**src/rtl/softmax_exp_sequencer.sv**
```systemverilog
// Softmax exp sequencer: buffers one vector and tracks its maximum, then time-shares a single
// exp unit over (x - max). Results are streamed out and summed for the normaliser.
module softmax_exp_sequencer #(
    parameter int LEN   = 16,
    parameter int DEPTH = 8,
    parameter int SUM_W = LEN + $clog2(DEPTH)
) (
    input  logic                     clk_i,
    input  logic                     rst_n_i,
    input  logic                     in_valid_i,
    output logic                     in_ready_o,
    input  logic signed [LEN-1:0]    in_data_i,
    output logic signed [LEN-1:0]    exp_angle_o,
    input  logic        [LEN-1:0]    exp_value_i,
    output logic                     out_valid_o,
    input  logic                     out_ready_i,
    output logic        [LEN-1:0]    out_data_o,
    output logic [$clog2(DEPTH)-1:0] out_idx_o,
    output logic                     out_last_o,
    output logic                     sum_valid_o,
    output logic        [SUM_W-1:0]  sum_data_o
);

    localparam int IDX_W = $clog2(DEPTH);
    localparam logic [IDX_W-1:0] LAST_IDX = IDX_W'(DEPTH - 1);

    typedef enum logic [1:0] {LOAD, EXP, DRAIN, DONE} state_e;

    state_e                  state_q, state_d;
    logic [IDX_W-1:0]        cnt_q, cnt_d;
    logic signed [LEN-1:0]   maxVal_q, maxVal_d;
    logic [SUM_W-1:0]        sumAcc_q, sumAcc_d;
    logic                    outValid_q, outValid_d;
    logic [LEN-1:0]          outData_q, outData_d;
    logic [IDX_W-1:0]        outIdx_q, outIdx_d;
    logic                    outLast_q, outLast_d;
    logic                    sumValid_q, sumValid_d;
    logic [SUM_W-1:0]        sumData_q, sumData_d;
    logic signed [LEN-1:0]   bufMem_q [DEPTH];

    logic                    issue;
    logic signed [LEN:0]     angleDiff;

    assign in_ready_o  = rst_n_i && (state_q == LOAD);
    assign issue       = (state_q == EXP) && (!outValid_q || out_ready_i);

    assign out_valid_o = outValid_q;
    assign out_data_o  = outData_q;
    assign out_idx_o   = outIdx_q;
    assign out_last_o  = outLast_q;
    assign sum_valid_o = sumValid_q;
    assign sum_data_o  = sumData_q;

    // max is never below any buffered sample, so the difference only saturates on the negative side
    always_comb begin
        angleDiff   = {bufMem_q[cnt_q][LEN-1], bufMem_q[cnt_q]} - {maxVal_q[LEN-1], maxVal_q};
        exp_angle_o = '0;
        if (state_q == EXP) begin
            if (angleDiff[LEN] != angleDiff[LEN-1]) begin
                exp_angle_o = {1'b1, {(LEN-1){1'b0}}};
            end else begin
                exp_angle_o = angleDiff[LEN-1:0];
            end
        end
    end

    always_comb begin
        state_d    = state_q;
        cnt_d      = cnt_q;
        maxVal_d   = maxVal_q;
        sumAcc_d   = sumAcc_q;
        outValid_d = outValid_q;
        outData_d  = outData_q;
        outIdx_d   = outIdx_q;
        outLast_d  = outLast_q;
        sumValid_d = sumValid_q;
        sumData_d  = sumData_q;

        if (outValid_q && out_ready_i && !issue) begin
            outValid_d = 1'b0;
        end

        unique case (state_q)
            LOAD: begin
                if (in_valid_i) begin
                    cnt_d = cnt_q + 1'b1;
                    if (cnt_q == '0 || in_data_i > maxVal_q) begin
                        maxVal_d = in_data_i;
                    end
                    if (cnt_q == LAST_IDX) begin
                        state_d  = EXP;
                        cnt_d    = '0;
                        sumAcc_d = '0;
                    end
                end
            end
            EXP: begin
                if (issue) begin
                    outData_d  = exp_value_i;
                    outIdx_d   = cnt_q;
                    outLast_d  = (cnt_q == LAST_IDX);
                    outValid_d = 1'b1;
                    sumAcc_d   = sumAcc_q + SUM_W'(exp_value_i);
                    cnt_d      = cnt_q + 1'b1;
                    if (cnt_q == LAST_IDX) begin
                        state_d = DRAIN;
                        cnt_d   = '0;
                    end
                end
            end
            DRAIN: begin
                if (outValid_q && out_ready_i) begin
                    sumData_d  = sumAcc_q;
                    sumValid_d = 1'b1;
                    state_d    = DONE;
                end
            end
            DONE: begin
                sumValid_d = 1'b0;
                state_d    = LOAD;
            end
            default: state_d = LOAD;
        endcase
    end

    always_ff @(posedge clk_i) begin
        if (!rst_n_i) begin
            state_q    <= LOAD;
            cnt_q      <= '0;
            maxVal_q   <= '0;
            sumAcc_q   <= '0;
            outValid_q <= 1'b0;
            outData_q  <= '0;
            outIdx_q   <= '0;
            outLast_q  <= 1'b0;
            sumValid_q <= 1'b0;
            sumData_q  <= '0;
        end else begin
            state_q    <= state_d;
            cnt_q      <= cnt_d;
            maxVal_q   <= maxVal_d;
            sumAcc_q   <= sumAcc_d;
            outValid_q <= outValid_d;
            outData_q  <= outData_d;
            outIdx_q   <= outIdx_d;
            outLast_q  <= outLast_d;
            sumValid_q <= sumValid_d;
            sumData_q  <= sumData_d;
        end
    end

    // Sample storage needs no reset: entries are always rewritten before they are read
    always_ff @(posedge clk_i) begin
        if (in_ready_o && in_valid_i) begin
            bufMem_q[cnt_q] <= in_data_i;
        end
    end

endmodule
```
**config.mk**
```make
export PLATFORM = sky130hd
export DESIGN_NAME = softmax_exp_sequencer
export DESIGN_NICKNAME = d
export VERILOG_FILES = /design/src/rtl/softmax_exp_sequencer.sv
export SDC_FILE = /design/constraint.sdc
export NUM_CORES = 1
export LEC_CHECK = 0
export ABC_CLOCK_PERIOD_IN_PS = 15200
export CELL_PAD_IN_SITES_DETAIL_PLACEMENT = 0
export CELL_PAD_IN_SITES_GLOBAL_PLACEMENT = 1
export CORE_MARGIN = 2
export CORE_UTILIZATION = 30
export CTS_CLUSTER_SIZE = 12
export DETAILED_ROUTE_END_ITERATION = 7
export GPL_TIMING_DRIVEN = 0
export PLACE_DENSITY_LB_ADDON = 0.1
export SLEW_MARGIN = 20
export SYNTH_ARGS = -nofsm -noshare
export SYNTH_HDL_FRONTEND = slang
export SYNTH_SLANG_ARGS = --single-unit
```
**constraint.sdc**
```tcl
create_clock -name clk_i -period 15.2 [get_ports clk_i]
set_input_delay 3.8 -clock clk_i [delete_from_list [all_inputs] [get_ports clk_i]]
set_output_delay 3.8 -clock clk_i [all_outputs]
set_load 0.005 [all_outputs]
```
Yosys cells after proc, flatten, opt, wreduce, memory -nomap -nowiden --
Memories as Yosys holds them, arrays and structs flattened. A register that Yosys moved wholly into a read port is not among the register bits. Index checks and enable logic that the tools add are counted.
Word-level totals: output and inout bits 58, flip-flop bits (word level) 81, RAM bits 128, logic and storage cells 70, memories kept 1, input bits 36
Operators by class: mux-type cells 25, equality and inequality tests 10, $lt $le $gt $ge 1, $add $sub $neg 3, reduce and logical (&&, ||, !) cells 20
Memories:
- bufMem_q | words 8, bits a word 16, read ports 1, clocked after memory_dff 1, write ports 1, RTL line 39 | logic signed [LEN-1:0] bufMem_q [DEPTH];
Operators by type and width (number):
- $mux 19 | 3
- $pmux 19 s2 | 1
- $mux 16 | 2
- $add 19x16->19 | 1
- $sub 16x16->17 | 1
- $gt 16x16->1 | 1
- $mux 3 | 5
- $mux 2 | 5
- $pmux 2 s4 | 1
- $mux 1 | 6
- $ne 2x2->1 const B | 3
- $pmux 3 s2 | 1
- $reduce_and 2->1 | 3
- $reduce_and 3->1 | 2
- $logic_and 1x1->1 | 5
- $reduce_and 5->1 | 1
- $eq 2x2->1 const B | 2
- $ne 2x1->1 const B | 2
- $reduce_and 4->1 | 1
- $reduce_bool 2->1 | 2
- $add 3x1->3 const B | 1
- $eq 3x3->1 const B | 1
- $logic_not 3->1 | 1
- $eq 2x1->1 const B | 1
- other kinds (5) | 7

Depth between registers and ports, before layout --
word-level depth 8, gate-level depth with buffers 18, gate-level depth less buffers 15

Worst setup path before layout --
No wires, ideal clock.
path type register to output, start reg with a tool-made name, end out exp_angle_o[10], required time 11.400 ns, path buffers 3, stages on the path, launching flop included 19, arrival time 4.181 ns, setup slack 7.219 ns, cell sequence dfxtp_1 > clkbuf_1 > buf_2 > mux4_2 > mux2i_1 > ha_1 > inv_1 > fa_1 > nand3_1 > a31oi_1 > a311o_1 > a211oi_1 > o21a_1 > nand2b_1 > a31oi_1 > ha_1 > nand2b_1 > clkbuf_1 > nor2_1
RTL lines:
- end, declared | RTL line 13 | output logic signed [LEN-1:0] exp_angle_o,

==> run_results.csv <==
group,metric,value,unit
outcome,outcome,"complete, no violations",
clock_network,clockBufferDepth,3,
die,dieArea,35220,µm²
sta,fin_crit,10.11,ns
critical_path,critPathKind,"reg -> out",
layout,drive_gt1_share,11.55,%
clock_network,cts_setup_buffers,0,
pwr,internal_power,1060,µW
global_routing,grt_overflow,0,
global_routing,grt_pass1_wl,43.38,mm
sta,setup_tns,0,ns
critical_path,worstSetupStartpointType,"flop",
clock_network,clockRootBuffer,"clkbuf_16",
sta,worst_slew_pin_slew,0.8435,ns
clock_network,h-tree-depth,1,
global_routing,grt.busiest_layer,"met2",
global_routing,use_met2,28.43,%
layout,syn_to_final_growth,24.23,%
critical_path,crit_family,"buffers and inverters",
route,drt_iter0_drc,394,
layout,fillerInstances,3343,
critical_path,rrSetupSlack,12.28,ns
sta,rsz0062_at_grt,"no",
clock_network,clkTransAtPathRegs,0.06,ns
placement,io_buffers,93,
clock_network,postCtsHoldBufs,0,
critical_path,cp.arrival,6.31,ns
yosys,syn_inst,849,
critical_path,crit_buf_inv,5,
sta,finalHoldViolations,0,
yosys,yosysUniqueCellTypes,62,
min_path,worstHoldStart,"maxVal_q[5]$_SDFFE_PN0P_",
critical_path,critPathMaxFanout,10,
pwr,p_per_area,111.4,nW/µm²
sta,setup_viol,0,
route,ant_nets,0,
clock_network,cts.sinks,212,
sta,layout_setup_ws,5.091,ns
sta,drv_slew,0,
pwr,p_comb_share,12.1,%
clock_network,cts-resized-gates,0,
critical_path,timing.rr.start,"cnt_q[1]$_SDFFE_PN0P_",
sta,fmax,98.92,MHz
yosys,syn_area_per_cell,11.92,µm²
global_routing,grtUsageTotal,16.04,%
sta,relSlewSlack,43.76,%
route,drc,0,
die,fp.dieH,187.7,µm
yosys,synth_edf_count,128,
die,core_area,33360,µm²
route,via_per_inst,4.729,
placement,hpwl,20.75,mm
placement,place.gp.congestion,0.7708,
pwr,p_sw,340.7,µW
sta,skew,0.01452,ns
placement,post-place-ws,5.429,ns
layout,area.sequential,5525,µm²
route,wl_per_cell,19.11,µm
pwr,swShare,24.33,%
global_routing,grt_pass1_vias,7125,
route,dr.pass1.iters,4,
critical_path,cp_slowest_cell,"mux4_2",
min_path,min_path_cells,2,
die,dieWidth,187.7,µm
sta,fin_crit_sh,66.51,%
yosys,synth_area_leaders,"edfxtp_1, dfxtp_1, ha_1, mux4_2, nand2_1",
clock_network,clkLatencyLatePin,0.54,ns
min_path,hold_end,"maxVal_q[5]$_SDFFE_PN0P_",
layout,multiInputGateArea,4349,µm²
clock_network,cts_buffers,25,
global_routing,use_met3,2.471,%
layout,diodes,0,
critical_path,required,11.40,ns
pwr,p_seq_share,44.4,%
yosys,yosysSeqAreaShare,54.59,%
pwr,p_clk_share,43.4,%
yosys,ys_warn_count,0,
pwr,ir_worst_vdd,75.41,µV
yosys,synth_nets,945,
layout,layout.nets,1075,
global_routing,use_met1,20.37,%
yosys,synth-seq-cells,212,
global_routing,antenna_found_initial,1,
die,rows,67,
clock_network,cts_tree,"done",
min_path,min_path_type,"reg -> reg",
yosys,synth_ff_type,"edfxtp_1",
pwr,leakagePower,0.004307,µW
yosys,synth_area,10120,µm²
job,maxCapViolations,0,
die,io_pins,94,
critical_path,slowest_delay,0.56,ns
yosys,netlist.area_leader.share,37.98,%
critical_path,r2r-end,"sumAcc_q[18]$_SDFFE_PN0P_",
die,initial_core_util,30.33,%
yosys,async_flop_share,0,%
route,vias,6829,
yosys,synth_top_area_cell,"edfxtp_1",
critical_path,end_kind,"primary output",
critical_path,reg2reg_depth,8,
critical_path,cp_cell_sequence,"clkbuf_1 -> buf_2 -> mux4_2 -> mux2i_1 -> ha_1 -> inv_1 -> fa_1 -> nand3_1 -> a31oi_1 -> a311o_1 -> a211oi_1 -> o21a_1 -> nand2b_1 -> a31oi_1 -> ha_1 -> nand2b_1 -> clkbuf_1 -> nor2_1 -> clkdlybuf4s50_1",
route,routed_wl,27.60,mm
global_routing,grt_max_degree,14,
-- registers in the layout, indices dropped and copies added, names as in the netlist, named ones only --
name,cells
sum_data_o,19
state_q,2
sumAcc_q,19
sum_valid_o,1
cnt_q,3
maxVal_q,16
out_data_o,16
bufMem_q,128
out_valid_o,1
out_last_o,1
out_idx_o,3
-- stage by stage --
| stage | power (µW) | utilization, % | std cells | cell area (µm²) | hold slack [ns] |
|---|---|---|---|---|---|
| 2_1_floorplan | 748.2 | - | 849 | 10120 | 0.4347 |
| 3_3_place_gp | 806.3 | 34.80 | 1390 | 11610 | 0.4421 |
| 3_5_place_dp | 808.0 | 35.22 | 1400 | 11750 | 0.4475 |
| 4_1_cts | 1426 | 37.68 | 1444 | 12570 | 0.4581 |
| 5_1_grt | 1462 | 37.68 | 1444 | 12570 | 0.4751 |
| 6_report | 1400 | 37.68 | 1444 | 12570 | 0.4552 |
-- final cells by class --
class	count	area share, %
Sequential cell	212	43.94
Clock buffer	34	5.404
Clock inverter	10	1.144
Multi-Input combinational cell	572	34.59
Timing Repair Buffer	103	8.299
Inverter	31	0.9255
Tap cell	448	4.458
Buffer	34	1.234
-- cell usage after synthesis (2+ instances only) --
cell type  count
a211oi_1       7
a21boi_0      45
a21o_1         5
a21oi_1       28
a22oi_1        3
a31oi_1        4
a32oi_1        3
and2_1         2
and3_1         3
buf_2          3
clkbuf_1      28
dfxtp_1       84
edfxtp_1     128
fa_1           2
ha_1          58
inv_1         30
mux2_2        15
mux2i_1       22
mux4_2        32
nand2_1      134
nand2b_1       8
nand3_1       18
nand4_1        5
nor2_1        47
nor2b_1       20
nor3_1        12
nor3b_1        2
o211ai_1       3
o21a_1        11
o21ai_0       23
o21ai_1        3
o31ai_1        7
or2_2          2
or3_1          4
xnor2_1       15
xor2_1         7
-- how the worst max path moves through the flow --
stage                     start               to  slack (ns)  cells after the start
final                      flop  exp_angle_o[14]        5.09                     19
after global routing       flop  exp_angle_o[14]        4.47                     19
after CTS                  flop  exp_angle_o[14]        4.85                     19
after detailed placement   flop  exp_angle_o[14]        5.43                     19
after global placement     flop  exp_angle_o[14]        5.42                     19
after floorplan            flop  exp_angle_o[10]        7.22                     18
-- per-layer routing --
layer	wire length (µm)	vias to the layer above
met5	12	-
met4	704	2
met3	902	37
met2	13770	129
met1	12210	3288
li1	-	3373
-- cell usage in the layout, fill, tap and decap left out, types with 8 or more instances in the layout --
master             n
nand3_1           18
nand2b_1           8
xnor2_1           15
inv_1             30
o21a_1            11
nor3_1            10
nor2_1            41
a21boi_0          45
mux2i_1           22
a21oi_1           28
edfxtp_1         128
mux4_2            32
nand2_1          134
clkbuf_1          35
nor2b_1           20
dfxtp_1           84
mux2_2            15
ha_1              58
o21ai_0           23
clkbuf_16         25
clkdlybuf4s50_1   93
-- power groups by stage --
stage | Sequential (µW) | Combinational [µW] | Clock [µW]
after floorplan | 633 | 115 | 0
after global placement | 635 | 171 | 0
after detailed placement | 635 | 173 | 0
after CTS | 622 | 174 | 629
after global routing | 623 | 191 | 648
final | 622 | 169 | 608
-- worst reg2reg max path: cells and delay by family, from the launching register on --
kind / cells / cell delay (ns)
AOI/OAI and AO/OA: 3 / 1.18
and+or+nand+nor: 2 / 0.51
DFF: 1 / 0.50
adders and majority gates: 2 / 0.42
xor gates and xnor gates: 1 / 0.19
-- cell families after synthesis --
group / Yosys count / share of synthesized area (%)
AOI/OAI and AO/OA: 153 / 10.16
xor gates and xnor gates: 22 / 1.904
adders and majority gates: 60 / 7.566
buffers and inverters: 65 / 2.683
DFF: 212 / 54.59
muxes: 69 / 10.97
and+or+nand+nor: 268 / 12.13
(Power assumes the default switching activity.)
